[src/rtl/video_timing_gen.sv]
// Raster timing generator: pixel coordinates, data-enable, sync strobes and frame-stable mode latch.
// Optional macro VTG_SYNC_ALIGN_EN builds the SYNC_DELAY-deep delay line behind de_d/hsync_d/vsync_d.
module video_timing_gen #(
    parameter int   H_ACTIVE   = 1280,
    parameter int   H_FP       = 110,
    parameter int   H_SYNC     = 40,
    parameter int   H_BP       = 220,
    parameter int   V_ACTIVE   = 720,
    parameter int   V_FP       = 5,
    parameter int   V_SYNC     = 5,
    parameter int   V_BP       = 20,
    parameter logic HS_POL     = 1'b1,
    parameter logic VS_POL     = 1'b1,
    parameter int   SYNC_DELAY = 2
) (
    input  logic        clk,
    input  logic        rst_n,
    input  logic        run,
    input  logic [2:0]  mode_req,
    output logic [11:0] px,
    output logic [11:0] py,
    output logic        de,
    output logic        hsync,
    output logic        vsync,
    output logic        frame_start,
    output logic        line_start,
    output logic [2:0]  mode,
    output logic        de_d,
    output logic        hsync_d,
    output logic        vsync_d
);

    localparam int H_TOTAL = H_ACTIVE + H_FP + H_SYNC + H_BP;
    localparam int V_TOTAL = V_ACTIVE + V_FP + V_SYNC + V_BP;

    localparam logic [11:0] H_LAST = 12'(H_TOTAL - 1);
    localparam logic [11:0] V_LAST = 12'(V_TOTAL - 1);
    localparam logic [11:0] H_ACT  = 12'(H_ACTIVE);
    localparam logic [11:0] V_ACT  = 12'(V_ACTIVE);
    localparam logic [11:0] HS_BEG = 12'(H_ACTIVE + H_FP);
    localparam logic [11:0] HS_END = 12'(H_ACTIVE + H_FP + H_SYNC);
    localparam logic [11:0] VS_BEG = 12'(V_ACTIVE + V_FP);
    localparam logic [11:0] VS_END = 12'(V_ACTIVE + V_FP + V_SYNC);

    // {de, hsync, vsync} with both syncs deasserted
    localparam logic [2:0] SYNC_IDLE = {1'b0, ~HS_POL, ~VS_POL};

    if (SYNC_DELAY < 1) begin : g_bad_sync_delay
        $error("video_timing_gen: SYNC_DELAY must be at least 1");
    end

    logic [11:0] h_cnt_q, h_cnt_d;
    logic [11:0] v_cnt_q, v_cnt_d;
    logic [11:0] px_q, px_d;
    logic [11:0] py_q, py_d;
    logic [2:0]  sync_q, sync_d;
    logic        frame_start_q, frame_start_d;
    logic        line_start_q, line_start_d;
    logic [2:0]  mode_q, mode_d;

    always_comb begin
        // NOTE: every signal gets a default before any branch so no latch is inferred.
        h_cnt_d       = '0;
        v_cnt_d       = '0;
        px_d          = '0;
        py_d          = '0;
        sync_d        = SYNC_IDLE;
        frame_start_d = 1'b0;
        line_start_d  = 1'b0;
        mode_d        = mode_q;

        if (run) begin
            // Outputs decode the position the counters hold before this edge advances them.
            px_d          = h_cnt_q;
            py_d          = v_cnt_q;
            sync_d[2]     = (h_cnt_q < H_ACT) && (v_cnt_q < V_ACT);
            sync_d[1]     = ((h_cnt_q >= HS_BEG) && (h_cnt_q < HS_END)) ? HS_POL : ~HS_POL;
            sync_d[0]     = ((v_cnt_q >= VS_BEG) && (v_cnt_q < VS_END)) ? VS_POL : ~VS_POL;
            line_start_d  = (h_cnt_q == '0);
            frame_start_d = (h_cnt_q == '0) && (v_cnt_q == '0);

            if (frame_start_d) begin
                mode_d = mode_req;
            end

            if (h_cnt_q == H_LAST) begin
                h_cnt_d = '0;
                v_cnt_d = (v_cnt_q == V_LAST) ? '0 : v_cnt_q + 12'd1;
            end else begin
                h_cnt_d = h_cnt_q + 12'd1;
                v_cnt_d = v_cnt_q;
            end
        end
    end

    // NOTE: sequential state uses non-blocking assignments so every flop samples pre-edge values.
    always_ff @(posedge clk or negedge rst_n) begin
        if (!rst_n) begin
            h_cnt_q       <= '0;
            v_cnt_q       <= '0;
            px_q          <= '0;
            py_q          <= '0;
            sync_q        <= SYNC_IDLE;
            frame_start_q <= 1'b0;
            line_start_q  <= 1'b0;
            mode_q        <= '0;
        end else begin
            h_cnt_q       <= h_cnt_d;
            v_cnt_q       <= v_cnt_d;
            px_q          <= px_d;
            py_q          <= py_d;
            sync_q        <= sync_d;
            frame_start_q <= frame_start_d;
            line_start_q  <= line_start_d;
            mode_q        <= mode_d;
        end
    end

    assign px          = px_q;
    assign py          = py_q;
    assign de          = sync_q[2];
    assign hsync       = sync_q[1];
    assign vsync       = sync_q[0];
    assign frame_start = frame_start_q;
    assign line_start  = line_start_q;
    assign mode        = mode_q;

`ifdef VTG_SYNC_ALIGN_EN
    logic [2:0] dly_q [SYNC_DELAY];
    logic [2:0] dly_d [SYNC_DELAY];

    always_comb begin
        dly_d[0] = sync_q;
        for (int i = 1; i < SYNC_DELAY; i++) begin
            dly_d[i] = dly_q[i-1];
        end
    end

    // NOTE: the delay line is reset stage by stage so no stale sync leaks out after reset.
    always_ff @(posedge clk or negedge rst_n) begin
        if (!rst_n) begin
            for (int i = 0; i < SYNC_DELAY; i++) begin
                dly_q[i] <= SYNC_IDLE;
            end
        end else begin
            for (int i = 0; i < SYNC_DELAY; i++) begin
                dly_q[i] <= dly_d[i];
            end
        end
    end

    assign {de_d, hsync_d, vsync_d} = dly_q[SYNC_DELAY-1];
`else
    assign {de_d, hsync_d, vsync_d} = sync_q;
`endif

endmodule

[config.mk]
export PLATFORM = sky130hd
export DESIGN_NAME = video_timing_gen
export DESIGN_NICKNAME = d
export VERILOG_FILES = /design/src/rtl/video_timing_gen.sv
export SDC_FILE = /design/constraint.sdc
export NUM_CORES = 1
export LEC_CHECK = 0
export BUFFER_PORTS_ARGS = -buffer_cell sky130_fd_sc_hd__buf_4
export CAP_MARGIN = 40
export CORE_MARGIN = 2
export CORE_UTILIZATION = 62
export CTS_BUF_LIST = sky130_fd_sc_hd__clkbuf_8
export CTS_CLUSTER_DIAMETER = 200
export DETAILED_ROUTE_END_ITERATION = 8
export HOLD_SLACK_MARGIN = 0.08
export PLACE_DENSITY = 0.84
export SETUP_SLACK_MARGIN = 0.4
export SYNTH_ARGS = -nofsm -noshare
export SYNTH_HDL_FRONTEND = slang
export SYNTH_SLANG_ARGS = --single-unit
[constraint.sdc]
create_clock -name clk -period 5.7 [get_ports clk]
set_input_delay 1.14 -clock clk [delete_from_list [all_inputs] [get_ports clk]]
set_output_delay 1.14 -clock clk [all_outputs]
set_load 0.05 [all_outputs]
==> reports/metrics.cfg <==
[routing]
wl_met1_um = 2350
drtAntennaViolNets = 0
wl_per_cell_um = 16.0
viasPerCell = 5.88
wl_met2_um = 2440
highest_layer = met4
wl_um = 5220
route.vias.total = 1916
drc_errors = 0
drtIter0Drc = 126
drt_pass1_iterations = 4
wl_met3_um = 363

[worst_setup_path]
reg2reg_from = h_cnt_q[8]
arrival_ns = 2.86
cp_max_fo = 31
end_kind = flop
required_ns = 5.90
setup.worst_path.start_class = input pin
critPathKind = in -> reg
rrSetupSlack_ns = 3.27
r2r-end = v_cnt_q[0]
rr_worst_depth = 4

[clock_network]
insertion_delay_ns = 0.31
hold_buffers = 0
cts_buffers = 5
clk_path_buf_depth = 2
h-tree-depth = 2
clk_pin_slew_worst_paths_ns = 0.09
cts_root_buffer = clkbuf_8
cts_setup_buffers = 0
post_cts_resized = 0
cts_tree = built
cts_num_sinks = 56

[flow_run]
maxCapViolCount = 0

[sta]
tns_ns = 0
setup_violations = 0
rsz0062_at_grt = false
tightest_slew_ns = 0.695
timing.fmax_ghz = 0.375
post-route-period-util_pct = 46.8
relSlewSlack_pct = 53.7
finalHoldViolCount = 0
skew_ns = 0.00713
worst_hold_slack_ns = 0.540
fin_crit_ns = 2.67
finalMaxSlewViolations = 0

[synth]
seq_area_frac_synth_pct = 52.8
syn_area_um2 = 2650
synth_cell_types = 43
ys_async_sr_fraction_pct = 100
synth_edf_count = 0
synth_nets = 259
synth-main-ff-cell = dfrtp_1
ys_ff_latch = 56
avgSynthCellArea_um2 = 10.8
syn_inst = 246
synth_area_leader_cell = dfrtp_1
synth_warnings = 0
yosys-top-cells-area = dfrtp_1 (53%), and2_1 (5.7%), ha_1 (3.3%)
synth_top_area_share_pct = 52.8

[power]
vdd_ir_drop_max_mv = 0.144
p_leak_nw = 1.45
total_power_w = 0.000717
powerDensity_nw_per_um2 = 237

[placement]
hpwl_um = 3560
place_congestion = 0.846
placed_cells = 318
portBuffers = 40

[finish]
n_fill_cell = 288
antenna_cells = 0
regArea_um2 = 1400
area_delta_synth_final_pct = 13.8
nNetsFinal = 288
final_cell_mix = dfrtp_1 (56), buf_4 (41), and2_1 (24)
finalNonFillerCells = 326
final_common_cell = dfrtp_1
final_core_util_pct = 74.4
layout-drive-gt1-share_pct = 23.9
multi_input_area_um2 = 1100

[floorplanning]
die_area_um2 = 4820
io_pins = 41
die_h_um = 69.4
rows = 23
core_um2 = 4060
die_x_um = 69.4
start_util_pct = 65.4

[global_route]
grt_max_degree = 57
gr-total-overflow = 0
antenna_found_initial = 0
grt_pass1_wl_um = 9030
grt_usage_pct = 23.5
grt_pass1_vias = 1799

[status]
status = complete, no violations

[min_path]
min_path_cells = 1
min_from = mode[1]
hold_class = reg -> reg
holdPathEnd = mode[1]

cell families after synthesis:
logic type               share of synthesized area (%)
buffers and inverters                             5.85
adder cells (fa/ha/maj)                           3.30
AND/OR/NAND/NOR                                   24.0
flip-flops                                        52.8
multiplexers                                      2.12
AO/OA/AOI/OAI                                     9.25
XOR/XNOR                                          2.64
sequential cells by signal (all words and copies together) (netlist names):
register / count
mode: 3
px: 12
v_cnt_q: 12
h_cnt_q: 12
frame_start: 1
sync_q: 3
py: 12
line_start: 1
critical path: stages:
cell,delay (ns)
buf_4,0.23
nor3b_1,0.28
nand4_1,0.18
nor4_1,0.61
mux2_2,0.42
worst max path at each step:
stage          from       to  cells past startpoint
2_1_floorplan   run  mode[0]                      4
3_3_place_gp    run  mode[2]                      5
3_5_place_dp    run  mode[2]                      5
4_1_cts         run  mode[2]                      5
5_1_grt         run  mode[2]                      5
6_report        run  mode[2]                      5
synth_stat cells, types with 3 or more instances:
master	instances
and2_1	24
dfrtp_1	56
inv_1	11
nand3_1	12
nor4b_2	4
o21ai_0	6
ha_1	7
clkbuf_1	10
nor3_1	9
a21oi_1	4
buf_4	3
nand2_1	10
xnor2_1	3
buf_2	4
xor2_1	5
a21o_1	6
mux2_2	5
and3_1	4
or3_1	3
buf_6	3
nand2b_1	3
o31ai_1	5
nand4_1	4
nor2_1	15
nor4_1	8
report_power, final:
group	internal, W	switching, W
registers	0.000407	0.00000844
logic	0.0000254	0.0000565
clock network	0.0000971	0.000123
layout make-up:
| type | instances | area share, % |
|---|---|---|
| Multi-Input combinational cell | 159 | 36.5 |
| Sequential cell | 56 | 46.4 |
| Inverter | 11 | 1.37 |
| Tap cell | 50 | 2.07 |
| Clock buffer | 6 | 2.74 |
| Timing Repair Buffer | 42 | 10.6 |
| Clock inverter | 2 | 0.373 |
per-layer routing:
| layer | global-route usage [%] | vias to the layer above |
|---|---|---|
| li1 | - | 914 |
| met1 | 34.3 | 924 |
| met2 | 34.8 | 71 |
| met3 | 6.54 | 7 |
| met4 | 6.54 | 0 |
| met5 | 0 | - |
per-stage QoR:
| step | worst slack [ns] | cell area [µm²] |
|---|---|---|
| after global placement | 2.83 | 2910 |
| after CTS | 3.02 | 3020 |
| after floorplan | 3.22 | 2650 |
| after global routing | 2.79 | 3020 |
| after detailed placement | 2.69 | 2930 |
| final | 3.03 | 3020 |
Note: power is estimated with default switching activity, not from simulation.
